===== src/rtl/alu_pkg.sv =====
// Shared constants for the sequential divider: FSM encoding, default
// widths and the quotient reported on a divide-by-zero.
package alu_pkg;

  localparam int DW_DEF = 8;
  localparam int VW_DEF = 4;
  localparam int CW_DEF = 4;

  localparam logic [1:0] ST_IDLE = 2'd0;
  localparam logic [1:0] ST_RUN  = 2'd1;
  localparam logic [1:0] ST_FIN  = 2'd2;

  // Quotient reported when the divisor is zero (all ones at the default width).
  localparam logic [DW_DEF-1:0] DZ_QUOT = 8'hFF;

endpackage


===== src/rtl/alu_divider_seq_div_step.sv =====
// One restoring-division iteration: shift the next dividend bit into the
// partial remainder and subtract the divisor if the result does not borrow.
module alu_divider_seq_div_step #(
  parameter int VW = 4
) (
  input  logic [VW:0]   p_i,
  input  logic          bit_i,
  input  logic [VW-1:0] dvs_i,
  output logic [VW:0]   p_o,
  output logic          qbit_o
);

  localparam int PW = VW + 1;
  localparam int TW = VW + 2;

  logic [TW-1:0] t_s;
  logic [TW:0]   diff_s;
  logic          borrow_s;

  // Trial subtract one bit wider than the shifted remainder; the top bit is the borrow.
  always_comb begin
    t_s      = {p_i, bit_i};
    diff_s   = {1'b0, t_s} - {3'b000, dvs_i};
    borrow_s = diff_s[TW];
    qbit_o   = ~borrow_s;
    if (borrow_s) begin
      p_o = PW'(t_s);
    end else begin
      p_o = PW'(diff_s);
    end
  end

endmodule


===== src/rtl/alu_divider_seq.sv =====
// Sequential unsigned restoring divider: DW-bit dividend by VW-bit divisor,
// one quotient bit per clock, start/busy/done handshake, DZ on zero divisor.
module alu_divider_seq
  import alu_pkg::*;
#(
  parameter int DW = DW_DEF,
  parameter int VW = VW_DEF,
  parameter int CW = CW_DEF
) (
  input  logic          CLK,
  input  logic          RST_N,
  input  logic          START,
  input  logic [DW-1:0] A,
  input  logic [VW-1:0] B,
  output logic          BUSY,
  output logic          DONE,
  output logic [DW-1:0] Q,
  output logic [VW-1:0] R,
  output logic          DZ
);

  logic [1:0]    state_q, state_d;
  logic [CW-1:0] cnt_q, cnt_d;
  logic [DW-1:0] dvd_q, dvd_d;
  logic [VW-1:0] dvs_q, dvs_d;
  logic [VW:0]   p_q, p_d;
  logic [DW-1:0] quo_q, quo_d;
  logic [DW-1:0] q_q, q_d;
  logic [VW-1:0] r_q, r_d;
  logic          dz_q, dz_d;
  logic          busy_q, busy_d;
  logic          done_q, done_d;

  logic [VW:0]   p_nxt_s;
  logic          qbit_s;
  logic [DW-1:0] quo_sh_s;

  alu_divider_seq_div_step #(.VW(VW)) u_div_step (
    .p_i    (p_q),
    .bit_i  (dvd_q[DW-1]),
    .dvs_i  (dvs_q),
    .p_o    (p_nxt_s),
    .qbit_o (qbit_s)
  );

  // Quotient register with the fresh quotient bit appended at the LSB.
  always_comb begin
    quo_sh_s = (quo_q << 1'b1) | {{(DW-1){1'b0}}, qbit_s};
  end

  // Next-state logic. A zero divisor spends one non-iterating cycle in RUN
  // (marked by dz_q) so that DONE appears one edge after the accept.
  always_comb begin
    state_d = state_q;
    cnt_d   = cnt_q;
    dvd_d   = dvd_q;
    dvs_d   = dvs_q;
    p_d     = p_q;
    quo_d   = quo_q;
    q_d     = q_q;
    r_d     = r_q;
    dz_d    = dz_q;
    case (state_q)
      ST_IDLE: begin
        if (START) begin
          state_d = ST_RUN;
          dvd_d   = A;
          dvs_d   = B;
          p_d     = {(VW+1){1'b0}};
          cnt_d   = {CW{1'b0}};
          quo_d   = {DW{1'b0}};
          if (B == {VW{1'b0}}) begin
            q_d  = DZ_QUOT;
            r_d  = {VW{1'b0}};
            dz_d = 1'b1;
          end else begin
            dz_d = 1'b0;
          end
        end else begin
          state_d = ST_IDLE;
        end
      end
      ST_RUN: begin
        if (dz_q) begin
          state_d = ST_FIN;
        end else begin
          dvd_d = dvd_q << 1'b1;
          p_d   = p_nxt_s;
          quo_d = quo_sh_s;
          cnt_d = cnt_q + {{(CW-1){1'b0}}, 1'b1};
          if (cnt_q == CW'(DW - 1)) begin
            state_d = ST_FIN;
            q_d     = quo_sh_s;
            r_d     = p_nxt_s[VW-1:0];
          end else begin
            state_d = ST_RUN;
          end
        end
      end
      ST_FIN: begin
        state_d = ST_IDLE;
      end
      default: begin
        state_d = ST_IDLE;
      end
    endcase
    busy_d = (state_d != ST_IDLE);
    done_d = (state_d == ST_FIN);
  end

  // State and datapath registers; reset abandons any operation in flight.
  always_ff @(posedge CLK or negedge RST_N) begin
    if (!RST_N) begin
      state_q <= ST_IDLE;
      cnt_q   <= {CW{1'b0}};
      dvd_q   <= {DW{1'b0}};
      dvs_q   <= {VW{1'b0}};
      p_q     <= {(VW+1){1'b0}};
      quo_q   <= {DW{1'b0}};
      q_q     <= {DW{1'b0}};
      r_q     <= {VW{1'b0}};
      dz_q    <= 1'b0;
      busy_q  <= 1'b0;
      done_q  <= 1'b0;
    end else begin
      state_q <= state_d;
      cnt_q   <= cnt_d;
      dvd_q   <= dvd_d;
      dvs_q   <= dvs_d;
      p_q     <= p_d;
      quo_q   <= quo_d;
      q_q     <= q_d;
      r_q     <= r_d;
      dz_q    <= dz_d;
      busy_q  <= busy_d;
      done_q  <= done_d;
    end
  end

  assign BUSY = busy_q;
  assign DONE = done_q;
  assign Q    = q_q;
  assign R    = r_q;
  assign DZ   = dz_q;

endmodule


===== config.mk =====
export PLATFORM = sky130hd
export DESIGN_NAME = alu_divider_seq
export DESIGN_NICKNAME = d
export VERILOG_FILES = /design/src/rtl/alu_pkg.sv /design/src/rtl/alu_divider_seq_div_step.sv /design/src/rtl/alu_divider_seq.sv
export SDC_FILE = /design/constraint.sdc
export NUM_CORES = 1
export LEC_CHECK = 0
export CELL_PAD_IN_SITES_DETAIL_PLACEMENT = 1
export CELL_PAD_IN_SITES_GLOBAL_PLACEMENT = 2
export CORE_ASPECT_RATIO = 1.25
export CORE_UTILIZATION = 34
export CTS_CLUSTER_SIZE = 30
export DETAILED_ROUTE_END_ITERATION = 8
export PLACE_DENSITY_LB_ADDON = 0.1
export SYNTH_ARGS = -nofsm -noshare
export SYNTH_HDL_FRONTEND = slang
export SYNTH_SLANG_ARGS = --single-unit

===== constraint.sdc =====
create_clock -name CLK -period 2.6 [get_ports CLK]
set_clock_uncertainty 0.15 [all_clocks]
set_input_delay 0.52 -clock CLK [delete_from_list [all_inputs] [get_ports CLK]]
set_output_delay 0.52 -clock CLK [all_outputs]
set_load 0.02 [all_outputs]

==> run summary <==
==========================================================================================
Number of fill cells ........................................................          643
RSZ-0062 raised after global routing ........................................        false
Antenna diodes ..............................................................            0
Result of the run ........................................................... finished, final reports clean
Placer congestion estimate ..................................................        0.748
Primary FF master, synth .................................................... sky130_fd_sc_hd__dfrtp_1
Die Width ...................................................................      71.2 um
Standard cell with the maximum stage delay on the critical path ............. sky130_fd_sc_hd__fa_1
Setup total negative slack ..................................................         0 ns
Register bit count reported by yosys ........................................           45
Async set-or-reset flop fraction in the synthesized netlist .................         100%
Vias ........................................................................         1483
Final instance area .........................................................   2490 sq um
Worst Max-Slew Pin Slew .....................................................     0.577 ns
Maximum cell stage delay along the critical path ............................      0.40 ns
Period Utilization, post-route ..............................................        89.9%
Share of synthesized area occupied by flip-flops and latches ................        55.3%
Maximum root-to-sink buffer count ...........................................            2
Number of max-capacitance violations reported ...............................            0
Number of setup buffers added after CTS .....................................            0
Synth Area per Inst .........................................................   10.7 sq um
Maximum number of pins on one net before global-route repair ................           46
Number of DRC markers in iteration 0 ........................................           55
Synthesis-to-finish area growth .............................................        22.4%
Max-slew violation count ....................................................            0
Floorplan die height ........................................................      88.5 um
LEAKAGE .....................................................................      1.16 nW
Synthesized-area fraction occupied by and/or/nand/nor cells .................        14.5%
Source-to-sink clock delay at the later pin of the worst-skew pair ..........      0.30 ns
Final-report setup violation count ..........................................            0
Share of post-route cells with drive strength above 1 .......................        12.5%
IO Pins .....................................................................           30
Leftover overflow at the end of global routing ..............................            0
Wire length of the first global-routing pass ................................      7580 um
Category of the worst setup path capture point ..............................     register
Initial antenna violation count .............................................            0
Clock Sink Count ............................................................           45
Post-detail-place hpwl ......................................................      3260 um
Synthesis warning total .....................................................            0
Routed WL ...................................................................      4380 um
Cell family contributing the most delay on the critical path ................  adder cells
Cells after synthesis .......................................................          190
Wirelength per Cell .........................................................      15.1 um
Total of cells resized after clock tree synthesis ...........................            0
Final #Nets .................................................................          244
Number of enable flip-flop cells after synthesis ............................            0
Worst-case headroom to the max-slew limit ...................................        61.5%
Cell accounting for the most synthesized area ............................... sky130_fd_sc_hd__dfrtp_1
Largest cells by area after synthesis ....................................... sky130_fd_sc_hd__dfrtp_1, sky130_fd_sc_hd__nand2_1, sky130_fd_sc_hd__a22o_1
Final cell count without fillers ............................................          290
Share of the synthesized area in the top cell type ..........................        55.3%
Site Rows ...................................................................           31
DRC .........................................................................            0
Highest attainable clock frequency ..........................................      428 MHz
Area of combinational cells with multiple inputs ............................    843 sq um
Xor and xnor fraction of the mapped netlist area ............................        1.29%
Post-synth cell types .......................................................           37
Compound-Gate Fraction of Synth Area ........................................        18.0%
Number of routed nets with antenna violations ...............................            0
Total buffers and inverters traversed by the critical path ..................            1
Number of hold buffers added after CTS ......................................            0
Critical Path Start Type ....................................................     register
Cells along the critical path ............................................... inv_1, ha_1, fa_1, nand2b_1, a21oi_2, or3_4, mux2_4, a22o_1
Placement Cell Area .........................................................   2400 sq um
Routed vias/inst ............................................................         5.11
Netlist area before placement ...............................................   2040 sq um
Initial DRT Pass Iterations .................................................            3
Power density normalized to cell area ....................................... 1340 nW/um^2
Final number of hold-violating endpoints ....................................            0
Total die area ..............................................................   6300 sq um
Max VDD drop ................................................................     0.445 mV
Number of buffers inserted during clock tree synthesis ......................            5
Most used standard cell by instance count after synthesis ................... sky130_fd_sc_hd__dfrtp_1
Mux share of post-synthesis cell area .......................................        3.32%
Crit path arrival time ......................................................      2.38 ns
H-tree levels ...............................................................            2
Syn nets ....................................................................          211
Main combinational cell family by area after synthesis ...................... compound AO/OA/AOI/OAI gates
Top cells by instance count after synthesis ................................. sky130_fd_sc_hd__dfrtp_1, sky130_fd_sc_hd__nand2_1, sky130_fd_sc_hd__a22o_1, sky130_fd_sc_hd__nor2_1, sky130_fd_sc_hd__o21ai_0
Total track usage ...........................................................        15.9%
Number of port buffers ......................................................           29
Worst setup path category ...................................................   reg -> reg
Inst Count DP ...............................................................          282
Initial standard-cell utilization of the core ...............................        35.2%
Sequential Area .............................................................   1130 sq um
Crit path required time .....................................................      2.64 ns
Class of the most critical hold timing path .................................  in -> async
TritonCTS clock tree ........................................................          yes
Via count of the first global-routing pass ..................................         1590
Maximum fanout count along the critical path ................................            6
Share of synthesized cell area in full adder, half adder and majority cells .        4.06%
Core area ...................................................................   5780 sq um
Minimum clock period ........................................................      2.34 ns
Clock root buffer ........................................................... sky130_fd_sc_hd__clkbuf_8
Clock Pin Slew Worst Setup and Hold Paths ...................................      0.08 ns
==========================================================================================
## report_power, final
group	total [mW]	internal [mW]	switching (mW)	leakage, nW
combinational	1.77	0.770	0.997	0.541
clock	0.421	0.187	0.234	0.0450
sequential	1.15	0.976	0.172	0.572
## sequential cells by signal, summed over array words and instances, names as in the netlist
register and cells:
BUSY 1, DONE 1, DZ 1, Q 8, R 4, cnt_q 4
dvd_q 8, dvs_q 4, p_q 5, quo_q 7, state_q 2
## cells in the final DEF, fill, tap and decap left out, types with 2 or more instances in the layout
cell                              synthesis  routed
sky130_fd_sc_hd__a21oi_1                  2       2
sky130_fd_sc_hd__a22o_1                  15      15
sky130_fd_sc_hd__a31oi_1                  7       7
sky130_fd_sc_hd__buf_4                    0       7
sky130_fd_sc_hd__clkbuf_8                 0       5
sky130_fd_sc_hd__clkdlybuf4s50_1          0      28
sky130_fd_sc_hd__clkinv_2                 0       2
sky130_fd_sc_hd__dfrtp_1                 45      45
sky130_fd_sc_hd__ha_1                     5       5
sky130_fd_sc_hd__inv_1                    5       5
sky130_fd_sc_hd__mux2_2                   2       2
sky130_fd_sc_hd__mux2i_1                  3       3
sky130_fd_sc_hd__nand2_1                 39      39
sky130_fd_sc_hd__nand2b_1                 4       4
sky130_fd_sc_hd__nor2_1                  15      15
sky130_fd_sc_hd__nor2_4                   2       2
sky130_fd_sc_hd__o21ai_0                 13      13
sky130_fd_sc_hd__o31ai_1                  2       2
sky130_fd_sc_hd__xor2_1                   2       2
## logic make-up after synthesis
family | count (synthesis)
AND/OR/NAND/NOR | 67
AO/OA/AOI/OAI | 48
flip-flops | 45
buffers and inverters | 15
multiplexers | 6
adder cells (fa/ha/maj) | 6
XOR/XNOR | 3
## final timing paths
kind,from,endpoint,slack (ns),cells past startpoint
max,dvd_q[7]$_DFFE_PN0P_,p_q[3]$_DFFE_PN0P_,0.26,8
min reg2reg,Q[3]$_DFFE_PN0P_,Q[3]$_DFFE_PN0P_,0.32,2
min in group CLK,Q[3]$_DFFE_PN0P_,Q[3]$_DFFE_PN0P_,0.32,2
max reg2reg,dvd_q[7]$_DFFE_PN0P_,p_q[3]$_DFFE_PN0P_,0.26,8
min,RST_N,R[1]$_DFFE_PN0P_,0.14,2
max in group asynchronous,RST_N,dvd_q[3]$_DFFE_PN0P_,1.76,2
## stage by stage
stage          worst slack [ns]  util, %  hold slack (ns)  power [mW]
2_1_floorplan             0.361        -           0.0744        2.41
3_3_place_gp              0.204     41.6            0.301        2.88
3_5_place_dp              0.160     41.6            0.307        2.95
4_1_cts                   0.138     43.0            0.178        3.38
5_1_grt                   0.114     43.1            0.197        3.62
6_report                  0.261     43.1            0.141        3.34
## area by class of cell
| cell class | instances | area share, % |
|---|---|---|
| clock buffers | 6 | 2.91 |
| inverters | 5 | 0.753 |
| repair buffers | 36 | 13.6 |
| well taps | 66 | 3.31 |
| multi-input cells | 130 | 33.9 |
| flip-flops and latches | 45 | 45.2 |
| clock inverters | 2 | 0.402 |
## routing by layer
layer | track usage (%) | up-vias | share of wire, %
met5 | 0 | - | 0
met4 | 6.55 | 0 | 1.7
met3 | 3.08 | 5 | 2.9
met2 | 29.1 | 24 | 53
met1 | 18.1 | 733 | 42
li1 | - | 721 | -
Power figures use the tool's default switching activity.
